--- src/rtl/booth_r16_pp_accum.sv ---
// ---------------------------------------------------------------------------
// booth_r16_pp_accum
//
// Sequential radix-16 Booth partial-product accumulator. A signed
// multiplicand is latched on start; one cycle later its odd multiples
// (1X, 3X, 5X, 7X) are registered. Each Booth digit arriving on the digit
// handshake selects one multiple, a shift of 0..3 and a sign. The resulting
// partial product is added into an accumulator that is shifted left by one
// digit (4 bits) per step, most significant digit first. After NDIG digits
// the signed 2*WIDTH product is presented until it is accepted.
//
// Ports:
//   iClk       clock, rising edge
//   iRstN      synchronous reset, active low
//   iStart     operation start, taken only while oStartRdy=1
//   oStartRdy  high in IDLE
//   iMcand     signed multiplicand, sampled on an accepted iStart
//   iDigVld    digit valid
//   oDigRdy    digit ready, high only in ACCUM
//   iNegative  digit sign
//   iBoothSel  one-hot multiple select [0]=1X [1]=3X [2]=5X [3]=7X, 0 = zero
//   iShiftSel  one-hot shift select, [k] = multiple << k
//   oPrdVld    product valid
//   iPrdRdy    product accept
//   oProduct   signed product, holds its value after it has been accepted
//   oErr       an illegal digit was seen in this operation (with oPrdVld)
// ---------------------------------------------------------------------------
module booth_r16_pp_accum #(
  parameter int WIDTH = 8,
  parameter int NDIG  = WIDTH / 4
) (
  input  logic                 iClk,
  input  logic                 iRstN,
  input  logic                 iStart,
  output logic                 oStartRdy,
  input  logic [WIDTH-1:0]     iMcand,
  input  logic                 iDigVld,
  output logic                 oDigRdy,
  input  logic                 iNegative,
  input  logic [3:0]           iBoothSel,
  input  logic [3:0]           iShiftSel,
  output logic                 oPrdVld,
  input  logic                 iPrdRdy,
  output logic [2*WIDTH-1:0]   oProduct,
  output logic                 oErr
);

  localparam int MW = WIDTH + 3;      // odd-multiple width (7X fits)
  localparam int PW = WIDTH + 7;      // partial-product width (7X << 3, negated)
  localparam int AW = 2 * WIDTH + 4;  // accumulator width
  localparam int CW = $clog2(NDIG + 1);

  typedef enum logic [1:0] {
    S_IDLE  = 2'd0,
    S_LOAD  = 2'd1,
    S_ACCUM = 2'd2,
    S_DONE  = 2'd3
  } state_t;

  state_t                   state_q, state_d;
  logic [WIDTH-1:0]         a_q, a_d;
  logic signed [MW-1:0]     m1_q, m1_d, m3_q, m3_d, m5_q, m5_d, m7_q, m7_d;
  logic signed [AW-1:0]     acc_q, acc_d;
  logic [CW-1:0]            cnt_q, cnt_d;
  logic                     err_q, err_d;
  logic [2*WIDTH-1:0]       product_q, product_d;

  logic signed [MW-1:0]     a_ext;
  logic signed [MW-1:0]     msel;
  logic signed [PW-1:0]     msel_ext;
  logic signed [PW-1:0]     pp_mag;
  logic signed [PW-1:0]     pp;
  logic                     legal;
  logic                     dig_acc;

  assign oStartRdy = (state_q == S_IDLE);
  assign oDigRdy   = (state_q == S_ACCUM);
  assign oPrdVld   = (state_q == S_DONE);
  assign oProduct  = product_q;
  assign oErr      = err_q;

  assign dig_acc   = iDigVld && (state_q == S_ACCUM);

  // Digit legality: every encoding the Booth encoder can actually emit.
  // 1X may take any shift (1,2,4,8); 3X covers 3 and 6; 5X and 7X are
  // unshifted. Zero must be a positive, all-zero encoding.
  always_comb begin
    legal = 1'b0;
    case (iBoothSel)
      4'b0001: legal = (iShiftSel == 4'b0001) || (iShiftSel == 4'b0010) ||
                       (iShiftSel == 4'b0100) || (iShiftSel == 4'b1000);
      4'b0010: legal = (iShiftSel == 4'b0001) || (iShiftSel == 4'b0010);
      4'b0100: legal = (iShiftSel == 4'b0001);
      4'b1000: legal = (iShiftSel == 4'b0001);
      4'b0000: legal = (iShiftSel == 4'b0000) && !iNegative;
      default: legal = 1'b0;
    endcase
  end

  // Partial product: selected multiple, shifted, optionally negated.
  always_comb begin
    // NOTE: every combinational output gets a default first so no path
    // leaves it unassigned, which would otherwise infer a latch.
    msel   = '0;
    pp_mag = '0;
    case (iBoothSel)
      4'b0001: msel = m1_q;
      4'b0010: msel = m3_q;
      4'b0100: msel = m5_q;
      4'b1000: msel = m7_q;
      default: msel = '0;
    endcase
    msel_ext = {{(PW-MW){msel[MW-1]}}, msel};
    case (iShiftSel)
      4'b0001: pp_mag = msel_ext;
      4'b0010: pp_mag = msel_ext <<< 1;
      4'b0100: pp_mag = msel_ext <<< 2;
      4'b1000: pp_mag = msel_ext <<< 3;
      default: pp_mag = '0;
    endcase
    if (!legal)        pp = '0;
    else if (iNegative) pp = -pp_mag;
    else               pp = pp_mag;
  end

  // Next-state and datapath updates.
  always_comb begin
    state_d   = state_q;
    a_d       = a_q;
    m1_d      = m1_q;
    m3_d      = m3_q;
    m5_d      = m5_q;
    m7_d      = m7_q;
    acc_d     = acc_q;
    cnt_d     = cnt_q;
    err_d     = err_q;
    product_d = product_q;
    a_ext     = {{3{a_q[WIDTH-1]}}, a_q};

    case (state_q)
      S_IDLE: begin
        if (iStart) begin
          a_d     = iMcand;
          acc_d   = '0;
          cnt_d   = '0;
          err_d   = 1'b0;
          state_d = S_LOAD;
        end
      end
      S_LOAD: begin
        m1_d    = a_ext;
        m3_d    = a_ext + (a_ext <<< 1);
        m5_d    = a_ext + (a_ext <<< 2);
        m7_d    = (a_ext <<< 3) - a_ext;
        state_d = S_ACCUM;
      end
      S_ACCUM: begin
        if (dig_acc) begin
          acc_d = (acc_q <<< 4) + {{(AW-PW){pp[PW-1]}}, pp};
          cnt_d = cnt_q + 1'b1;
          if (!legal) err_d = 1'b1;
          if (cnt_q == CW'(NDIG - 1)) begin
            // Capture here so oProduct is already valid in DONE and keeps
            // its value once the operation is over.
            product_d = acc_d[2*WIDTH-1:0];
            state_d   = S_DONE;
          end
        end
      end
      S_DONE: begin
        if (iPrdRdy) state_d = S_IDLE;
      end
      default: state_d = S_IDLE;
    endcase
  end

  always_ff @(posedge iClk) begin
    // NOTE: sequential state uses non-blocking assignments so every flop
    // samples pre-edge values regardless of statement order.
    if (!iRstN) begin
      state_q   <= S_IDLE;
      a_q       <= '0;
      m1_q      <= '0;
      m3_q      <= '0;
      m5_q      <= '0;
      m7_q      <= '0;
      acc_q     <= '0;
      cnt_q     <= '0;
      err_q     <= 1'b0;
      product_q <= '0;
    end else begin
      state_q   <= state_d;
      a_q       <= a_d;
      m1_q      <= m1_d;
      m3_q      <= m3_d;
      m5_q      <= m5_d;
      m7_q      <= m7_d;
      acc_q     <= acc_d;
      cnt_q     <= cnt_d;
      err_q     <= err_d;
      product_q <= product_d;
    end
  end

endmodule

--- config.mk ---
export PLATFORM = sky130hd
export DESIGN_NAME = booth_r16_pp_accum
export DESIGN_NICKNAME = d
export VERILOG_FILES = /design/src/rtl/booth_r16_pp_accum.sv
export SDC_FILE = /design/constraint.sdc
export NUM_CORES = 1
export LEC_CHECK = 0
export CAP_MARGIN = 0
export CORE_UTILIZATION = 54
export CTS_CLUSTER_SIZE = 8
export DETAILED_ROUTE_END_ITERATION = 6
export GPL_TIMING_DRIVEN = 0
export PLACE_DENSITY = 0.87
export REMOVE_ABC_BUFFERS = 1
export SYNTH_ARGS = -nofsm -noshare
export SYNTH_HDL_FRONTEND = slang
export SYNTH_SLANG_ARGS = --single-unit
--- constraint.sdc ---
create_clock -name iClk -period 4.5 [get_ports iClk]
set_clock_uncertainty 0.15 [all_clocks]
set_input_delay 0.45 -clock iClk [delete_from_list [all_inputs] [get_ports iClk]]
set_output_delay 0.45 -clock iClk [all_outputs]
set_load 0.02 [all_outputs]
==> flow_summary.json <==
{
  "hpwlAfterDp_mm": 9.154,
  "grt_pass1_wl_mm": 21.86,
  "grt.total_usage": 0.2707,
  "fmax_mhz": 221.1,
  "hp-class": "input pin to register",
  "fin_crit_ns": 4.522,
  "clkTransAtPathRegs_ns": 0.08,
  "worstPathMaxFanout": 8,
  "cts_buffer_depth": 2,
  "synth-main-ff-cell": "dfxtp_1",
  "hold_ws_ns": 0.2863,
  "drtIter0Drc": 402,
  "power_leakage_nw": 2.453,
  "seq_area_frac_synth": 0.2771,
  "io_buffers": 41,
  "grt_pass1_vias": 4617,
  "vdd_drop_max_mv": 0.5549,
  "firstDrtPassIters": 5,
  "io_pins": 42,
  "die-area_mm2": 0.01030,
  "antenna_found_initial": 0,
  "core.rowCount": 35,
  "cts_sinks": 74,
  "r2r_end": "oProduct[15]",
  "worstHoldPathCells": 2,
  "slew_headroom": 0.1888,
  "wl_per_cell_um": 16.90,
  "hold_buffers": 0,
  "setup_viol": 1,
  "syn2layout_area_growth_pct": 17.41,
  "syn_inst": 651,
  "ys_warn_count": 0,
  "drc_errors": 0,
  "critPathRequiredTime_ns": 4.65,
  "tritoncts": "built",
  "syn_area_mm2": 0.005346,
  "report.final.slew_viol_count": 0,
  "fp.dieW_um": 101.5,
  "min-delay-start": "iRstN",
  "antenna-diode-count": 0,
  "synth-edff-count": 0,
  "final_nets": 742,
  "avgSynthCellArea_um2": 8.213,
  "die_h_um": 101.5,
  "via_per_inst": 6.122,
  "routed_wl_mm": 13.72,
  "core_mm2": 0.009415,
  "final_hold_viol_count": 0,
  "drive_gt1_frac": 0.1142,
  "grt_max_degree": 68,
  "htreeDepth": 3,
  "rsz0062_at_grt": "true",
  "cts_root_buffer": "clkbuf_8",
  "ys_ff_latch": 74,
  "fin_ws_ns": -0.02207,
  "fin_util": 0.6667,
  "worst_pin_slew_ns": 1.214,
  "cp.arrival_ns": 4.67,
  "status": "finished with violations",
  "worstHoldEndpoint": "m7_q[4]",
  "cts_made_buffers": 9,
  "async_flop_share": 0,
  "setup.worst_path.class": "input pin to register",
  "rrSetupSlack_ns": 0,
  "timing.rr.start": "m1_q[1]",
  "p_per_area_mw_per_mm2": 378.2,
  "worst_setup_path_start_kind": "input pin",
  "overflow": 0,
  "ant_nets": 0,
  "failed_checks": "negative setup slack",
  "cp-end-kind": "register",
  "ys_types": 63,
  "maxCapViolations": 0,
  "initial_core_util": 0.5678,
  "vias": 4971,
  "clock_latency_ns": 0.36,
  "post-route-period-util": 1.005,
  "reg2reg_depth": 17,
  "gp_congestion": 0.8886
}
## worst max path at each step
stage	slack [ns]	cells after the start	startpoint	endpoint
after floorplan	0.02	18	iBoothSel[1]	oProduct[12]
after global placement	-1.47	19	iBoothSel[0]	oProduct[12]
after detailed placement	-1.60	19	iBoothSel[0]	oProduct[12]
after CTS	0.002	17	iBoothSel[1]	oProduct[15]
after global routing	-0.15	19	m1_q[1]	oProduct[15]
final	-0.02	18	iShiftSel[3]	oProduct[15]
## cell type report
type / count / area (um2)
clock inverter: 4 / 72.57
multi-input combinational: 512 / 3781
fill: 727 / 3138
sequential: 74 / 1481
tap: 129 / 161.4
clock buffer: 12 / 165.2
inverter: 29 / 108.9
timing repair buffer: 52 / 506.7
## placed cells by master, fill, tap and decap left out, types with 6 or more instances in the layout
cell,netlist,layout
xor2_1,14,13
a22oi_1,11,9
and3b_1,10,10
a21o_1,7,7
dfxtp_1,74,74
inv_1,29,29
nand2b_1,7,7
nor2b_1,44,44
o211a_1,8,8
xnor2_1,15,15
nor2_1,46,42
o21ai_0,46,36
o21ai_1,2,7
nand3_1,16,16
a21oi_1,36,34
nand2_1,53,53
nor3_1,7,6
ha_1,39,38
and2_1,7,6
nand3b_1,18,18
clkdlybuf4s50_1,0,32
a21boi_0,29,25
buf_4,3,12
mux2i_1,23,23
clkbuf_8,0,12
## metal layers
metal / vias up / global-route usage / wire, um
met5: - / 0 / 0
met4: 0 / 0.1037 / 397
met3: 39 / 0.03934 / 926
met2: 215 / 0.4574 / 6507
met1: 2361 / 0.3482 / 5893
li1: 2356 / - / -
## logic make-up after synthesis
logic type,after synthesis,share of synthesized area
xor+xnor,30,0.05195
mux,23,0.04306
simple gates,240,0.2535
flops,74,0.2771
compound gates,177,0.2214
buf+inv,65,0.05055
fa+ha+maj,42,0.1025
## stage by stage
step	instance area [um2]	power, mW	setup TNS, ns	worst slack [ns]	cells
after detailed placement	5794	1.738	-16.17	-1.605	787
after global routing	6277	2.504	-0.5845	-0.1539	812
after floorplan	5185	1.475	0	0.02228	615
after global placement	5757	1.686	-14.58	-1.468	785
after CTS	6098	2.349	0	0.002493	806
final	6277	2.374	-0.02207	-0.02207	812
## where the power goes
group	switching, mW	total, mW	internal (mW)
Clock	0.255	0.611	0.357
Sequential	0.0918	0.848	0.757
Combinational	0.522	0.915	0.392
Total	0.869	2.37	1.51
## timing repair
action / CTS / global route
hold endpoints to repair: 0 / 0
endpoints found under the setup margin: 16 / 8
pin swaps: 6 / 4
setup buffers: 3 / 6
gates resized for setup: 48 / 33
gates cloned: 0 / 0
## cell usage after synthesis (all sizes together) (3+ instances only)
cell type	instances	area share
and2	7	0.0082
o22ai	5	0.0059
a22oi	11	0.015
o2111ai	4	0.0066
a32oi	3	0.0063
o21a	5	0.0070
clkbuf	26	0.018
buf	10	0.012
mux2i	23	0.043
o211a	8	0.015
nand2	53	0.037
nor3b	4	0.0056
ha	39	0.091
or4	3	0.0056
or2	4	0.0051
nand3	16	0.015
xnor2	15	0.025
a21oi	36	0.034
xor2	14	0.023
or3	3	0.0044
nand2b	7	0.0082
fa	3	0.011
or4b	4	0.0075
nor4b	5	0.0094
nor3	7	0.0066
inv	29	0.020
o31ai	5	0.0089
nor2b	44	0.051
nand3b	18	0.025
nor2	47	0.033
o21ai	48	0.045
and3b	10	0.016
a21o	7	0.0098
dfxtp	74	0.28
a21boi	29	0.041
## registers in the layout, summed over array words and instances, names as in the netlist
signal,count
oProduct,16
acc_q,12
m3_q,9
m7_q,9
a_q,8
m5_q,8
m1_q,7
cnt_q,2
state_q,2
oErr,1
## critical path, cell delays in order
cell	delay, ns
dlygate4sd2_1	0.43
nor2_1	0.11
nand3b_1	0.24
a21oi_1	0.08
or4_4	0.54
or2_4	0.29
or3_4	0.43
buf_4	0.15
o41ai_2	0.22
xor2_1	0.24
nor2_1	0.08
ha_1	0.27
a211oi_2	0.21
buf_4	0.17
o31ai_4	0.08
o41ai_2	0.26
xor3_1	0.27
a21oi_1	0.14
No activity file was read; power rests on OpenSTA's default activity.
